===== src/rtl/clock_set_if.sv =====
// Bundle between the time-setting controller and the buttons/counter chain.
// The controller takes the slave view; whoever drives buttons and live time takes master.
interface clock_set_if #(
    parameter int HOURS_MAX   = 24,
    parameter int MINUTES_MAX = 60
);
    localparam int HW = $clog2(HOURS_MAX) + 1;
    localparam int MW = $clog2(MINUTES_MAX) + 1;

    logic          sec_tick;
    logic          btn_mode;
    logic          btn_inc;
    logic          btn_dec;
    logic [HW-1:0] cur_hours;
    logic [MW-1:0] cur_minutes;
    logic          run_en;
    logic          load_hours;
    logic          load_minutes;
    logic          load_seconds;
    logic [HW-1:0] hours_value;
    logic [MW-1:0] minutes_value;
    logic          blink_hours;
    logic          blink_minutes;
    logic [1:0]    state_o;

    modport slave (
        input  sec_tick, btn_mode, btn_inc, btn_dec, cur_hours, cur_minutes,
        output run_en, load_hours, load_minutes, load_seconds,
               hours_value, minutes_value, blink_hours, blink_minutes, state_o
    );

    modport master (
        output sec_tick, btn_mode, btn_inc, btn_dec, cur_hours, cur_minutes,
        input  run_en, load_hours, load_minutes, load_seconds,
               hours_value, minutes_value, blink_hours, blink_minutes, state_o
    );
endinterface


===== src/rtl/clock_set_ctrl.sv =====
// Time-setting controller: walks RUN -> SET_H -> SET_M -> COMMIT, edits shadow
// hour/minute values and loads them into the counter chain in one commit cycle.
module clock_set_ctrl #(
    parameter int HOURS_MAX   = 24,
    parameter int MINUTES_MAX = 60,
    parameter int TIMEOUT_SEC = 10
) (
    input  logic        clk,
    input  logic        rst,
    clock_set_if.slave  bus
);
    localparam int HW = $clog2(HOURS_MAX) + 1;
    localparam int MW = $clog2(MINUTES_MAX) + 1;
    localparam int TW = $clog2(TIMEOUT_SEC + 1);

    typedef enum logic [1:0] {
        RUN    = 2'b00,
        SET_H  = 2'b01,
        SET_M  = 2'b10,
        COMMIT = 2'b11
    } state_t;

    state_t        state;
    logic [TW-1:0] idle_cnt;
    logic [HW-1:0] shadow_h;
    logic [MW-1:0] shadow_m;
    logic          run_en;
    logic          load;
    logic          blink_h;
    logic          blink_m;

    function automatic logic [HW-1:0] step_hours(input logic [HW-1:0] v, input logic up);
        if (up) return (v == HW'(HOURS_MAX - 1)) ? '0 : v + 1'b1;
        return (v == '0) ? HW'(HOURS_MAX - 1) : v - 1'b1;
    endfunction

    function automatic logic [MW-1:0] step_minutes(input logic [MW-1:0] v, input logic up);
        if (up) return (v == MW'(MINUTES_MAX - 1)) ? '0 : v + 1'b1;
        return (v == '0) ? MW'(MINUTES_MAX - 1) : v - 1'b1;
    endfunction

    // inc and dec together count as activity but cancel each other out
    logic btn_any;
    logic adjust;
    logic timed_out;
    assign btn_any   = bus.btn_inc | bus.btn_dec;
    assign adjust    = bus.btn_inc ^ bus.btn_dec;
    assign timed_out = bus.sec_tick && (idle_cnt == TW'(TIMEOUT_SEC - 1));

    always_ff @(posedge clk or negedge rst) begin
        if (!rst) begin
            state    <= RUN;
            idle_cnt <= '0;
            shadow_h <= '0;
            shadow_m <= '0;
            run_en   <= 1'b1;
            load     <= 1'b0;
            blink_h  <= 1'b0;
            blink_m  <= 1'b0;
        end else begin
            load <= 1'b0;
            case (state)
                RUN: begin
                    run_en  <= 1'b1;
                    blink_h <= 1'b0;
                    blink_m <= 1'b0;
                    if (bus.btn_mode) begin
                        state    <= SET_H;
                        run_en   <= 1'b0;
                        shadow_h <= bus.cur_hours;
                        shadow_m <= bus.cur_minutes;
                        idle_cnt <= '0;
                    end
                end
                SET_H: begin
                    blink_m <= 1'b0;
                    if (bus.btn_mode) begin
                        state    <= SET_M;
                        blink_h  <= 1'b0;
                        idle_cnt <= '0;
                    end else if (btn_any) begin
                        idle_cnt <= '0;
                        if (adjust) shadow_h <= step_hours(shadow_h, bus.btn_inc);
                        if (bus.sec_tick) blink_h <= ~blink_h;
                    end else if (timed_out) begin
                        state    <= RUN;
                        run_en   <= 1'b1;
                        blink_h  <= 1'b0;
                        idle_cnt <= '0;
                    end else if (bus.sec_tick) begin
                        idle_cnt <= idle_cnt + 1'b1;
                        blink_h  <= ~blink_h;
                    end
                end
                SET_M: begin
                    blink_h <= 1'b0;
                    if (bus.btn_mode) begin
                        state    <= COMMIT;
                        load     <= 1'b1;
                        blink_m  <= 1'b0;
                        idle_cnt <= '0;
                    end else if (btn_any) begin
                        idle_cnt <= '0;
                        if (adjust) shadow_m <= step_minutes(shadow_m, bus.btn_inc);
                        if (bus.sec_tick) blink_m <= ~blink_m;
                    end else if (timed_out) begin
                        state    <= RUN;
                        run_en   <= 1'b1;
                        blink_m  <= 1'b0;
                        idle_cnt <= '0;
                    end else if (bus.sec_tick) begin
                        idle_cnt <= idle_cnt + 1'b1;
                        blink_m  <= ~blink_m;
                    end
                end
                COMMIT: begin
                    state  <= RUN;
                    run_en <= 1'b1;
                end
            endcase
        end
    end

    // The seconds counter is fed zero externally, so one strobe serves all three loads
    assign bus.run_en        = run_en;
    assign bus.load_hours    = load;
    assign bus.load_minutes  = load;
    assign bus.load_seconds  = load;
    assign bus.hours_value   = shadow_h;
    assign bus.minutes_value = shadow_m;
    assign bus.blink_hours   = blink_h;
    assign bus.blink_minutes = blink_m;
    assign bus.state_o       = state;
endmodule


===== src/flat_wrapper.sv =====
// flat-port wrapper written by rule: the top's interface ports become plain ports
module clock_set_ctrl_flat 
#(
    parameter int HOURS_MAX   = 24,
    parameter int MINUTES_MAX = 60,
    parameter int TIMEOUT_SEC = 10
)
  (clk, rst, bus_sec_tick, bus_btn_mode, bus_btn_inc, bus_btn_dec, bus_cur_hours, bus_cur_minutes, bus_run_en, bus_load_hours, bus_load_minutes, bus_load_seconds, bus_hours_value, bus_minutes_value, bus_blink_hours, bus_blink_minutes, bus_state_o);
  clock_set_if #(.HOURS_MAX(HOURS_MAX), .MINUTES_MAX(MINUTES_MAX)) bus_i ();
  input  logic clk;
  input  logic rst;
  input wire logic [$bits(bus_i.sec_tick)-1:0] bus_sec_tick;
  input wire logic [$bits(bus_i.btn_mode)-1:0] bus_btn_mode;
  input wire logic [$bits(bus_i.btn_inc)-1:0] bus_btn_inc;
  input wire logic [$bits(bus_i.btn_dec)-1:0] bus_btn_dec;
  input wire logic [$bits(bus_i.cur_hours)-1:0] bus_cur_hours;
  input wire logic [$bits(bus_i.cur_minutes)-1:0] bus_cur_minutes;
  output wire logic [$bits(bus_i.run_en)-1:0] bus_run_en;
  output wire logic [$bits(bus_i.load_hours)-1:0] bus_load_hours;
  output wire logic [$bits(bus_i.load_minutes)-1:0] bus_load_minutes;
  output wire logic [$bits(bus_i.load_seconds)-1:0] bus_load_seconds;
  output wire logic [$bits(bus_i.hours_value)-1:0] bus_hours_value;
  output wire logic [$bits(bus_i.minutes_value)-1:0] bus_minutes_value;
  output wire logic [$bits(bus_i.blink_hours)-1:0] bus_blink_hours;
  output wire logic [$bits(bus_i.blink_minutes)-1:0] bus_blink_minutes;
  output wire logic [$bits(bus_i.state_o)-1:0] bus_state_o;
  assign bus_i.sec_tick = bus_sec_tick;
  assign bus_i.btn_mode = bus_btn_mode;
  assign bus_i.btn_inc = bus_btn_inc;
  assign bus_i.btn_dec = bus_btn_dec;
  assign bus_i.cur_hours = bus_cur_hours;
  assign bus_i.cur_minutes = bus_cur_minutes;
  assign bus_run_en = bus_i.run_en;
  assign bus_load_hours = bus_i.load_hours;
  assign bus_load_minutes = bus_i.load_minutes;
  assign bus_load_seconds = bus_i.load_seconds;
  assign bus_hours_value = bus_i.hours_value;
  assign bus_minutes_value = bus_i.minutes_value;
  assign bus_blink_hours = bus_i.blink_hours;
  assign bus_blink_minutes = bus_i.blink_minutes;
  assign bus_state_o = bus_i.state_o;
  clock_set_ctrl #(.HOURS_MAX(HOURS_MAX), .MINUTES_MAX(MINUTES_MAX), .TIMEOUT_SEC(TIMEOUT_SEC)) u_core (.clk(clk), .rst(rst), .bus(bus_i));
endmodule

===== config.mk =====
export PLATFORM = sky130hd
export DESIGN_NAME = clock_set_ctrl_flat
export DESIGN_NICKNAME = d
export VERILOG_FILES = /design/src/rtl/clock_set_if.sv /design/src/rtl/clock_set_ctrl.sv /design/src/flat_wrapper.sv
export SDC_FILE = /design/constraint.sdc
export NUM_CORES = 1
export LEC_CHECK = 0
export CORE_UTILIZATION = 31
export CTS_BUF_LIST = sky130_fd_sc_hd__clkbuf_8
export CTS_CLUSTER_DIAMETER = 60
export DETAILED_ROUTE_END_ITERATION = 6
export PLACE_DENSITY = 0.55
export SKIP_CTS_REPAIR_TIMING = 1
export SKIP_LAST_GASP = 1
export SYNTH_ARGS = -nofsm -noshare
export SYNTH_HDL_FRONTEND = slang
export SYNTH_SLANG_ARGS = --single-unit
export TNS_END_PERCENT = 50

===== constraint.sdc =====
create_clock -name clk -period 2.19 [get_ports clk]
set_input_delay 0.3285 -clock clk [delete_from_list [all_inputs] [get_ports clk]]
set_output_delay 0.3285 -clock clk [all_outputs]
set_load 0.05 [all_outputs]

==> results list, run 1 <==
- The flow ran to the end, and the final reports show no timing, DRC or antenna violations.
* Vias in the first global route: about 1,800
- Setup repair after global routing missed its margin: no
- F_max: between 400 and 500 MHz
- The final hold violation count came to 0.
* Fin worst setup slack: 0.1144 ns
- IR analysis of the VDD net gives a maximum drop of 812.4 uV.
- CTS saw 23 sinks.
- Yosys warns: 0
- Net switching is ~54% of the power.
- STA classifies the critical path startpoint as a flop.
- Inserted Clock Buffers: 3
- Synthesis produced a netlist with a net count of 270.
* DRC viols: 0
- Required time of the critical path: ~1.9 ns
- Insertion delay of the later-clocked pin in the worst-skew pair: between 0.2 and 0.3 ns
* Mapped Cells: 236
- The clock period could shrink to around 2.1 ns.
- Sequential area share after synthesis: between 20% and 30%
- The worst setup path is captured at an output port.
- Number of setup violations in the final report: 0
* Placement-stage worst setup slack: -0.03850 ns
- Counting along the longest clock path gives a buffer depth of 2.
* DIE AREA: roughly 6600 sq um
- Power Dens Cells: about 1400 nW/um^2
- Combinational power share: about two thirds
- Vert. Die Dim: between 80 and 90 um
- For this run, the detailed router's first-pass iteration total came to 4.
* I/O pins: 40
* Combined area of all synthesized cells: approximately 1900 sq um
- The tool flagged a number of max-cap violations equal to 0.
- After synthesis, the share of flip-flops with an asynchronous set or reset is 100.0%.
- The total overflow left after global routing is 0.
- The congestion estimate from routability-driven global placement came to about 0.90.
- Counting flops and latches in the post-synthesis netlist gives 23.
- Power spent charging and discharging nets: approximately 1.9 mW
- The routed design has ~5.2 mm of wire.
* IO Port Bufs: 39
- Number of antenna violations at the first check in global routing: 0
- Peak per-stage delay on the critical path: just under 0.9 ns
- Transition time at the pin with the least slew margin: slightly above 0.5 ns
- Averaged over all synthesized cells, the footprint is just over 8 sq um.
- Initial standard-cell utilization of the core: 32.46%
- For the worst setup path, the data arrival time is ~1.8 ns.
* Share of the clock period used by the worst path: ~95%
- Clk slew on worst S/H paths: approximately 0.09 ns
* Number of library cell types mapped by synthesis: 54
- Total chip power: 3.543 mW
- Area growth from synthesis to final layout: 27.80%
- Across the routed clock network, the largest skew measured is approximately 0.0029 ns.
* Floorplan core area: around 6000 sq um
- Number of design-rule violations left by the first detailed-router iteration: ~110
- On the critical path the largest part of the delay comes from buffers and inverters.
* All-layer global routing usage: 16.31%
- Maximum fanout encountered on the critical timing path: 11
* Number of synthesized flops with an enable pin: 0
- The first global-routing pass estimated roughly 8.4 mm of wire.
- Int Power: ~1.6 mW
- Clk pwr share: approximately 7.8%
- The tree is rooted in a sky130_fd_sc_hd__clkbuf_8.
- Reg power frac: 26.6%
* Number of standard-cell rows in the floorplan: 28
- Post-DRT Antenna Nets: 0
- Maximum number of pins on one net before global-route repair: 24
- Placed Instance Area: between 2000 and 2500 sq um
* Final layout net count: 313
* CTS tree: done
* Dominant register cell in the synthesized netlist: sky130_fd_sc_hd__dfrtp_1
* Number of vias in the routed layout: 1,896
* Worst Hold Class: input port to asynchronous set/reset pin
* Horizontal extent of the die: a little over 80 um
- The critical path is of the flop to output port type.
- Traced cell by cell, the critical path runs through clkdlybuf4s50_1.
- In this run the number of H-tree levels came out at 1.
- Filler cells: 601
- Worst path buffer plus inverter count: 1
* Max transition margin: about two thirds
- Final Instance Area: around 2500 sq um
- Core Util, Final: 41.48%
- Antenna cells: 0
- For the final routed database, the setup TNS stands at 0 ns.
- After detailed routing, the number of vias per cell comes to 5.371.
- Static Leak: a little over 1 nW
- Cell with the biggest individual delay on the critical path: sky130_fd_sc_hd__clkdlybuf4s50_1
- The final number of max-transition violations is 0.
- Fraction of layout cells with a size suffix above 1: between 10 and 15%
* Per-cell routed wire length: roughly 15 um
- Detailed placement finished with a half-perimeter wire length of ~3.8 mm.
cell usage in the layout (no fill, tap or decap), drive strengths merged, types with 2 or more instances in the layout:
cell           count
o211ai             2
nand3              9
nand2             15
nor4               4
o21bai             3
buf               16
nor3b              5
nor4b              3
o21ai             17
o22ai              2
nor2              25
o21a               2
a211oi             3
ha                15
mux2               3
a21oi             15
a32o               2
and2               2
inv               16
nand4              3
nand2b             4
dfrtp             22
and3               2
xnor2              4
nand4b             2
nor3               8
a31oi              8
clkdlybuf4s50     38
clkbuf             3
o2bb2ai            2
o31ai              4
xor2               3
metrics by stage:
stage / hold slack [ns] / std cells
after floorplan: 0.03291 / 236
after global placement: 0.4778 / 349
final: 0.4205 / 353
after CTS: 0.4308 / 353
after detailed placement: 0.4848 / 349
after global routing: 0.4665 / 353
flip-flops by register name, indices dropped and copies added, names as in the netlist:
name	count
u_core.idle_cnt	4
u_core.bus.minutes_value	7
u_core.bus.state_o	2
u_core.bus.hours_value	6
u_core.bus.load_hours	1
u_core.bus.blink_minutes	1
u_core.bus.blink_hours	1
u_core.bus.run_en	1
routing by layer:
layer  GRT usage [%]  share of wire, %  up-vias
met3           1.685               5.9        6
li1                -                 -      934
met1           22.34                47      883
met2           26.39                45       73
met5               0                 0        -
met4           5.893               1.5        0
cell type report:
class / instances / area (sq um) / area share, %
well taps: 75 / 93.84 / 3.776
inverters: 16 / 60.06 / 2.417
flip-flops and latches: 23 / 576.8 / 23.21
clock buffers: 3 / 41.29 / 1.662
multi-input cells: 181 / 1207 / 48.59
clock inverters: 1 / 5.005 / 0.2014
repair buffers: 54 / 500.5 / 20.14
final timing paths:
path / from / slack (ns) / endpoint / cells past startpoint
worst max-delay path: u_core.bus.minutes_value[3]$_DFFE_PN0P_ / 0.11 / bus_minutes_value[3] / 1
worst min-delay path: rst / 0.42 / u_core.bus.hours_value[0]$_DFFE_PN0P_ / 2
worst max register to register: u_core.bus.state_o[0]$_DFFE_PN0P_ / 0.25 / u_core.bus.minutes_value[6]$_DFFE_PN0P_ / 8
worst min register to register: u_core.idle_cnt[3]$_DFFE_PN0P_ / 0.50 / u_core.idle_cnt[3]$_DFFE_PN0P_ / 1
max in group asynchronous: rst / 1.48 / u_core.bus.run_en$_DFFE_PN1P_ / 2
min in group clk: u_core.idle_cnt[3]$_DFFE_PN0P_ / 0.50 / u_core.idle_cnt[3]$_DFFE_PN0P_ / 1
synth_stat cells (2+ instances only):
cell	instances	area [sq um]
sky130_fd_sc_hd__nand4b_1	2	17.52
sky130_fd_sc_hd__mux2_2	3	33.78
sky130_fd_sc_hd__nand3_1	9	45.04
sky130_fd_sc_hd__nor4b_1	2	17.52
sky130_fd_sc_hd__o211ai_1	2	15.01
sky130_fd_sc_hd__and2_1	2	12.51
sky130_fd_sc_hd__ha_1	15	187.7
sky130_fd_sc_hd__and3_1	2	12.51
sky130_fd_sc_hd__inv_1	16	60.06
sky130_fd_sc_hd__nand4_1	3	18.77
sky130_fd_sc_hd__a31oi_1	8	50.05
sky130_fd_sc_hd__xnor2_1	4	35.03
sky130_fd_sc_hd__o21bai_1	3	22.52
sky130_fd_sc_hd__nor3b_1	5	37.54
sky130_fd_sc_hd__nand2b_1	4	25.02
sky130_fd_sc_hd__nand2_1	14	52.55
sky130_fd_sc_hd__o21ai_0	16	80.08
sky130_fd_sc_hd__a32o_1	2	20.02
sky130_fd_sc_hd__xor2_1	3	26.28
sky130_fd_sc_hd__o2bb2ai_1	2	17.52
sky130_fd_sc_hd__o21a_1	2	15.01
sky130_fd_sc_hd__clkbuf_1	3	11.26
sky130_fd_sc_hd__a21oi_1	15	75.07
sky130_fd_sc_hd__dfrtp_1	22	550.5
sky130_fd_sc_hd__buf_2	5	25.02
sky130_fd_sc_hd__buf_1	2	7.510
sky130_fd_sc_hd__nor2_1	25	93.84
sky130_fd_sc_hd__o31ai_1	4	30.03
sky130_fd_sc_hd__nor3_1	7	35.03
sky130_fd_sc_hd__o22ai_1	2	12.51
sky130_fd_sc_hd__nor4_1	3	18.77
sky130_fd_sc_hd__a211oi_1	3	22.52
sky130_fd_sc_hd__buf_6	3	33.78
sky130_fd_sc_hd__buf_4	3	22.52
cells by family after synthesis:
| kind of cell | count (synthesis) | synth area share [%] |
|---|---|---|
| flip-flops | 23 | 29.67 |
| AO/OA/AOI/OAI | 69 | 23.10 |
| buffers and inverters | 32 | 8.237 |
| multiplexers | 4 | 2.252 |
| adder cells (fa/ha/maj) | 15 | 9.653 |
| XOR/XNOR | 7 | 3.153 |
| AND/OR/NAND/NOR | 86 | 23.94 |
power groups by stage:
stage	registers, mW	clock network (mW)	logic [mW]
global placement	0.953	0	2.31
floorplan	1.30	0	1.29
global route	0.981	0.298	2.53
finish	0.943	0.277	2.32
detailed placement	0.945	0	2.32
CTS	0.939	0.288	2.33
No activity file was read; power rests on OpenSTA's default activity.
==> inputs of run 2 (changes only) <==
--- a/config.mk
+++ b/config.mk
@@ -5,11 +5,13 @@
 export SDC_FILE = /design/constraint.sdc
 export NUM_CORES = 1
 export LEC_CHECK = 0
+export ABC_AREA = 1
+export CORE_MARGIN = 2
 export CORE_UTILIZATION = 31
 export CTS_BUF_LIST = sky130_fd_sc_hd__clkbuf_8
 export CTS_CLUSTER_DIAMETER = 60
 export DETAILED_ROUTE_END_ITERATION = 6
-export PLACE_DENSITY = 0.55
+export PLACE_DENSITY = 0.54
 export SKIP_CTS_REPAIR_TIMING = 1
 export SKIP_LAST_GASP = 1
 export SYNTH_ARGS = -nofsm -noshare
==> results list, run 2 <==
* CTS sink count: 23 (unchanged)
- The source of the critical timing path is u_core.bus.minutes_value[2]$_DFFE_PN0P_ (was u_core.bus.minutes_value[3]$_DFFE_PN0P_).
- Max-capacitance violation count: 0 (unchanged)
- Kind of cell with the highest combined delay on the critical path: buffers and inverters (unchanged)
- The critical path required time came to 1.86 ns (about the same).
- The overall power is 3.765 mW (was 3.543 mW).
* F_max: 487.5 MHz (was 481.8 MHz)
* Reg-to-reg startpoint: u_core.bus.state_o[0]$_DFFE_PN0P_ (unchanged)
- The post-layout net count was 369 (was 313).
- The starting density of the core came to 32.24% (was 32.46%).
* Maximum count of clock buffers along a single path: 2 (unchanged)
- Clk slew on worst S/H paths: 0.09 ns (about the same)
- Most instantiated cells after synthesis: sky130_fd_sc_hd__nand2_1 (64), sky130_fd_sc_hd__nor2_1 (38), sky130_fd_sc_hd__inv_1 (31), sky130_fd_sc_hd__nand3_1 (29), sky130_fd_sc_hd__dfrtp_1 (22) (was sky130_fd_sc_hd__nor2_1 (25), sky130_fd_sc_hd__dfrtp_1 (22), sky130_fd_sc_hd__inv_1 (16), sky130_fd_sc_hd__o21ai_0 (16)).
- Per-cell routed wire length: 12.48 um (was 14.63 um)
- Global-route wire length before repair: 8.825 mm (was 8.445 mm)
* Yosys top cell area share: 26.59% (was 28.31%)
- Floorplan core area: 6422 sq um (was 5991 sq um)
* Fraction of layout cells with a size suffix above 1: 11.98% (was 11.15%)
* Arrival @ worst endpoint: 1.72 ns (was 1.75 ns)
- The number of buffers added by the clock tree synthesis step was 3 (unchanged).
- All-layer global routing usage: 14.64% (was 16.31%)
- The post-placement worst setup slack is 0.2030 ns (was -0.03850 ns).
* Deepest level of the CTS H-tree: 1 (unchanged)
* Commonest non-fill, non-tap cell in the layout: sky130_fd_sc_hd__nand2_1 (was sky130_fd_sc_hd__clkdlybuf4s50_1)
* Most heavily used metal layer in global routing: met2 (unchanged)
* Peak per-stage delay on the critical path: 0.88 ns (about the same)
- Dominant register cell in the synthesized netlist: sky130_fd_sc_hd__dfrtp_1 (unchanged)
- The number of buffers and inverters on the critical path came to 1 (unchanged).
- Setup repair after global routing missed its margin: no (unchanged)
* Number of library cell types mapped by synthesis: 31 (was 54)
- Run status: complete, no violations (unchanged).
- The type of the worst setup path is flop to output port (unchanged).
- The utilization after layout was 39.57% (was 41.48%).
- Final Slew Violations: 0 (unchanged)
- Area growth from synthesis to final layout: 22.72% (was 27.80%)
- The number of detailed-route iterations in the first pass was 6 (was 4).
* Post-placement cell count: 407 (was 349)
- The global routing usage on met1 was 19.60% (was 22.34%).
- The category of the worst setup path launch point is a flop (unchanged).
- CTS tree: done (unchanged)
* Total overflow reported by the global router: 0 (unchanged)
* I/O pins: 40 (unchanged)
- The final hold violation count came to 0 (unchanged).
- Most frequent cells in the layout: sky130_fd_sc_hd__nand2_1 (64), sky130_fd_sc_hd__clkdlybuf4s50_1 (39), sky130_fd_sc_hd__nor2_1 (38) (was sky130_fd_sc_hd__clkdlybuf4s50_1 (38), sky130_fd_sc_hd__nor2_1 (25), sky130_fd_sc_hd__dfrtp_1 (22)).
* Maximum fanout encountered on the critical timing path: 9 (was 11)
- Met3 Track Usage GR: 1.925% (was 1.685%)
- Synth Net Count: 330 (was 270)
- Number of design-rule violations left by the first detailed-router iteration: 103 (was 114)
* Syn_area_per_cell: 6.996 sq um (was 8.239 sq um)
- The number of filler cells placed in the layout was 680 (was 601).
* Maximum number of pins on one net before global-route repair: 24 (unchanged)
* Number of setup violations in the final report: 0 (unchanged)
- Power Dens Cells: 1482 nW/um^2 (was 1426 nW/um^2)
* Post-DP HPWL: 3.887 mm (was 3.772 mm)
- Worst IR Drop VDD: 595.7 uV (was 812.4 uV)
- Cell with the biggest individual delay on the critical path: sky130_fd_sc_hd__clkdlybuf4s50_1 (unchanged)
- The leakage dissipation is 1.198 nW (was 1.023 nW).
* Worst setup skew after layout: 0.004001 ns (was 0.002870 ns)
- Setup TNS: 0 ns (unchanged)
- The number of antenna repair diodes was 0 (unchanged).
* Mapped Cells: 296 (was 236)
- The via count of the first global-routing pass came to 1,909 (was 1,764).
* Worst Hold Class: input port to asynchronous set/reset pin (unchanged)
- DIE AREA: 7350 sq um (was 6593 sq um)
- DRC viols: 0 (unchanged)
* M2 GR Usage: 25.00% (was 26.39%)
- Combined area of all synthesized cells: 2071 sq um (was 1944 sq um)
- Final standard cell count with taps included and fillers excluded: 411 (was 353)
* Register bit count reported by yosys: 23 (unchanged)
* Root cell of the clock tree: sky130_fd_sc_hd__clkbuf_8 (unchanged)
- The routed wire length came to 5.130 mm (was 5.164 mm).
* Proportion of synthesized flip-flops having asynchronous set or reset: 100.0% (unchanged)
* Transition time at the pin with the least slew margin: 0.4993 ns (was 0.5106 ns)
- IO Port Bufs: 39 (unchanged)
- Number of synthesized flops with an enable pin: 0 (unchanged)
- The clock insertion delay at the later pin of the skew report was 0.27 ns (about the same).
- Cell type with the highest aggregate area in the netlist: sky130_fd_sc_hd__dfrtp_1 (unchanged)
- The headroom to the max-slew limit came to 66.61% (was 65.85%).
- The total number of yosys warnings came to 0 (unchanged).
* Fin worst setup slack: 0.1389 ns (was 0.1144 ns)
* Number of flip-flops under the largest register name: 7 (unchanged)
* Number of vias in the routed layout: 1,994 (was 1,896)
- Post-DRT Antenna Nets: 0 (unchanged)
* Number of standard-cell rows in the floorplan: 29 (was 28)
- Routability congestion estimate from global placement: 0.8373 (was 0.9010)
* Type of destination of the critical path: output port (unchanged)
- List of cells traversed by the critical path: clkdlybuf4s50_1 (unchanged).
- The x dimension of the die was 85.73 um (was 81.20 um).
- The vertical die dimension came to 85.73 um (was 81.20 um).
- The cell with the most instances after synthesis was sky130_fd_sc_hd__nand2_1 (was sky130_fd_sc_hd__nor2_1).
- Number of vias per cell after detailed routing: 4.852 (was 5.371)
- The number of antenna violations at the first check in global routing came to 0 (unchanged).
- Share of the clock period used by the worst path: 93.66% (was 94.78%)
- The share of synthesized area occupied by flip-flops and latches is 27.85% (was 29.67%).
- Largest cells by area after synthesis: sky130_fd_sc_hd__dfrtp_1 (27%), sky130_fd_sc_hd__nand2_1 (12%), sky130_fd_sc_hd__ha_1 (9.1%) (was sky130_fd_sc_hd__dfrtp_1 (28%), sky130_fd_sc_hd__ha_1 (9.7%), sky130_fd_sc_hd__nor2_1 (4.8%))
- Post-layout min period: 2.051 ns (was 2.076 ns)
## run 2: metal layers
metal / routed length [um] / vias to the layer above
met3: 151 / 7
met4: 68 / 0
met5: 0 / -
met2: 2446 / 34
li1: - / 1026
met1: 2464 / 927
## run 2: worst paths after layout
check,endpoint,slack (ns),cells past startpoint
worst min register to register,u_core.bus.run_en$_DFFE_PN1P_,0.50,2
worst max-delay path,bus_minutes_value[2],0.14,1
worst min-delay path,u_core.idle_cnt[0]$_DFFE_PN0P_,0.41,2
min in group clk,u_core.bus.run_en$_DFFE_PN1P_,0.50,2
worst max register to register,u_core.bus.minutes_value[1]$_DFFE_PN0P_,0.40,8
max in group asynchronous,u_core.bus.run_en$_DFFE_PN1P_,1.48,2
## run 2: stage by stage
step,area (sq um),hold slack (ns)
global route,2541,0.4486
global placement,2496,0.4950
floorplan,2071,0.03291
finish,2541,0.4132
CTS,2541,0.4221
detailed placement,2496,0.4835
## run 2: cell families after synthesis
kind of cell | count (synthesis) | synth area share (%)
and+or+nand+nor | 160 | 35.05
buffers and inverters | 49 | 12.39
AOI/OAI and AO/OA | 38 | 11.00
DFF | 23 | 27.86
adders and majority gates | 15 | 9.063
xor gates and xnor gates | 11 | 4.652
## run 2: layout make-up
cell class | count | area (sq um) | area share, %
multi-input cells | 224 | 1237 | 48.70
clock buffers | 3 | 41.29 | 1.625
flip-flops and latches | 23 | 576.8 | 22.70
inverters | 36 | 135.1 | 5.318
repair buffers | 47 | 450.4 | 17.73
well taps | 77 | 96.34 | 3.791
clock inverters | 1 | 3.754 | 0.1477
## run 2: power by group
group          switching [mW]  internal [mW]
clock network           0.151          0.126
logic                    1.70          0.920
registers               0.274          0.599
total                    2.12           1.64
==> inputs of run 3 (changes only) <==
==> constraint.sdc (replaced) <==
create_clock -name clk -period 2.6 [get_ports clk]
set_input_delay 0.39 -clock clk [delete_from_list [all_inputs] [get_ports clk]]
set_output_delay 0.39 -clock clk [all_outputs]
set_load 0.05 [all_outputs]
==> results list, run 3 (same netlist as run 2, synthesis figures left out) <==
- The clock tree from TritonCTS is done (unchanged).
- Max-capacitance violation count: 0 (unchanged)
- For this run, the top clock speed supported by timing is approximately 470 MHz.
- The global routing usage on met1 came to 18.82% (was 19.60%).
- M2 GR Usage: 23.72% (was 25.00%)
- Total overflow reported by the global router: 0 (unchanged)
- Number of vias in the routed layout: 1,928 (was 1,994)
- Worst Hold Class: input port to asynchronous set/reset pin (unchanged)
- Kind of cell with the highest combined delay on the critical path: buffers and inverters (unchanged)
- Fraction of layout cells with a size suffix above 1: 10.67% (was 11.98%)
- Number of setup violations in the final report: 0 (unchanged)
* Antenna cells: 0 (unchanged)
- The starting density of the core was 32.24% (unchanged).
* Most frequent cells in the layout: sky130_fd_sc_hd__nand2_1 (64), sky130_fd_sc_hd__clkdlybuf4s50_1 (39), sky130_fd_sc_hd__nor2_1 (38) (unchanged)
- Post-layout min period: approximately 2.1 ns
- The kind of capture point of the worst setup path was an output port (unchanged).
- The start of the worst register-to-register path is u_core.bus.state_o[0]$_DFFE_PN0P_ (unchanged).
- The number of buffers added by the clock tree synthesis step was 3 (unchanged).
- The total die area was 7350 sq um (unchanged).
- The count of boundary I/O pins came to 40 (unchanged).
* Area growth from synthesis to final layout: 20.60% (was 22.72%)
* Most heavily used metal layer in global routing: met2 (unchanged)
* IO Port Bufs: 39 (unchanged)
* Count of final hold-check violations: 0 (unchanged)
* Category of the critical setup timing path: flop to output port (unchanged)
- Setup repair after global routing missed its margin: no (unchanged)
- The delay of the slowest cell on the worst path was 0.88 ns (about the same).
* Placed Instance Area: 2451 sq um (was 2496 sq um)
- CTS sink count: 23 (unchanged)
- The post-layout net count is 363 (was 369).
- Run status: finished, violations left (was complete, no violations).
- Cells on worst reg2reg path: 8 (unchanged)
* Share of the clock period used by the worst path: 82.58%
- The flip-flop count of the largest register, all copies and words added was 7 (unchanged).
- The via count of the first global-routing pass is 1,911 (was 1,909).
* Static Leak: 1.168 nW (was 1.198 nW)
- Routability congestion estimate from global placement: 0.7989 (was 0.8373)
- The overall power came to 3.115 mW (was 3.765 mW).
- Commonest non-fill, non-tap cell in the layout: sky130_fd_sc_hd__nand2_1 (unchanged)
* Deepest level of the CTS H-tree: 1 (unchanged)
- The setup total negative slack was 0 ns (unchanged).
- The number of filler cells placed in the layout came to 698 (was 680).
* Total detailed-routing wirelength: 4.902 mm (was 5.130 mm)
* Worst IR Drop VDD: 444.3 uV (was 595.7 uV)
- The floorplan core area came to 6422 sq um (unchanged).
* Post-DRT Antenna Nets: 0 (unchanged)
* Cell with the biggest individual delay on the critical path: sky130_fd_sc_hd__clkdlybuf4s50_1 (unchanged)
* Startpoint kind of the worst setup timing path: flop (unchanged)
- The critical register-to-register path endpoint was u_core.bus.minutes_value[1]$_DFFE_PN0P_ (unchanged).
- The clock insertion delay at the later pin of the skew report was 0.27 ns (about the same).
- The final number of max-transition violations is 0 (unchanged).
- Per-cell routed wire length: 12.10 um (was 12.48 um)
- Register area: 576.8 sq um (unchanged)
* Global-route wire length before repair: 8.528 mm (was 8.825 mm)
* Number of detailed-routing iterations run before antenna repair: 7 (was 6)
* Final Instance Area: 2497 sq um (was 2541 sq um)
- The global-route usage over all layers was 14.03% (was 14.64%).
* Number of antenna violations at the first check in global routing: 0 (unchanged)
- The headroom to the max-slew limit is 63.46% (was 66.61%).
* Power Dens Cells: 1247 nW/um^2 (was 1482 nW/um^2)
- The violation count after the first detailed-route iteration was 60 (was 103).
- List of cells traversed by the critical path: clkdlybuf4s50_1 (unchanged).
- The area taken by multi-input logic gates was 1237 sq um (unchanged).
- The number of buffers on the longest clock path was 2 (unchanged).
- Clk slew on worst S/H paths: 0.08 ns (was 0.09 ns)
- The number of buffers and inverters on the critical path is 1 (unchanged).
* Post-DP HPWL: 3.701 mm (was 3.887 mm)
- The critical path required time is 2.21 ns (was 1.86 ns).
- The number of DRC violations after detailed routing was 3 (was 0).
* R2R setup slack: 0.49 ns (was 0.40 ns)
- Violated checks: DRC
- Number of standard-cell rows in the floorplan: 29 (unchanged)
- The root cell of the clock tree is sky130_fd_sc_hd__clkbuf_8 (unchanged).
- Maximum number of pins on one net before global-route repair: 24 (unchanged)
* Met3 Track Usage GR: 1.829% (was 1.925%)
* Transition time at the pin with the least slew margin: 0.5480 ns (was 0.4993 ns)
- The final clock skew came to 0.003544 ns (was 0.004001 ns).
- Maximum fanout encountered on the critical timing path: 11 (was 9)
- The x dimension of the die came to 85.73 um (unchanged).
- Arrival @ worst endpoint: 1.76 ns (was 1.72 ns)
* Number of vias per cell after detailed routing: 4.760 (was 4.852)
- Vert. Die Dim: 85.73 um (unchanged)
## run 3: changes by cell type in the layout (fill, tap and decap cells not counted)
| cell | previous run | this run |
|---|---|---|
| sky130_fd_sc_hd__buf_4 | 8 | 2 |
| sky130_fd_sc_hd__clkinv_2 | 0 | 1 |
| sky130_fd_sc_hd__inv_1 | 32 | 31 |
## run 3: area by class of cell
type | count | area share (%)
clock buffer | 3 | 1.653
sequential | 23 | 23.10
inverter | 36 | 5.411
clock inverter | 1 | 0.2004
tap | 77 | 3.858
multi-input combinational | 224 | 49.55
timing repair buffer | 41 | 16.23
## run 3: metrics by stage
step	util, %	hold slack, ns	instances	worst slack [ns]
after CTS	38.89	0.4783	405	0.4436
after detailed placement	38.16	0.4798	401	0.4367
after global placement	38.16	0.4940	401	0.4671
after global routing	38.89	0.5003	405	0.1993
after floorplan	-	0.09441	296	0.7202
final	38.89	0.4702	405	0.4528
## run 3: how the worst max path moves through the flow
stage / startpoint / endpoint / slack [ns] / cells after the start
finish: u_core.bus.hours_value[2]$_DFFE_PN0P_ / bus_hours_value[2] / 0.45 / 1
floorplan: u_core.bus.state_o[0]$_DFFE_PN0P_ / u_core.bus.minutes_value[0]$_DFFE_PN0P_ / 0.72 / 9
global placement: u_core.bus.state_o[0]$_DFFE_PN0P_ / u_core.bus.minutes_value[0]$_DFFE_PN0P_ / 0.47 / 7
detailed placement: bus_btn_inc / u_core.bus.minutes_value[1]$_DFFE_PN0P_ / 0.44 / 10
CTS: u_core.bus.hours_value[2]$_DFFE_PN0P_ / bus_hours_value[2] / 0.44 / 1
global route: u_core.bus.state_o[0]$_DFFE_PN0P_ / u_core.bus.minutes_value[1]$_DFFE_PN0P_ / 0.20 / 8
## run 3: routing by layer
metal	vias up	share of wire, %	wire length, um
li1	1014	-	-
met4	0	1.6	78
met3	9	2.6	126
met2	31	47	2285
met5	-	0	0
met1	874	49	2412
## run 3: power breakdown
| group | total, mW | switching, mW | internal [mW] |
|---|---|---|---|
| Clock | 0.230 | 0.123 | 0.107 |
| Sequential | 0.786 | 0.282 | 0.504 |
| Combinational | 2.10 | 1.37 | 0.729 |
| Total | 3.11 | 1.77 | 1.34 |
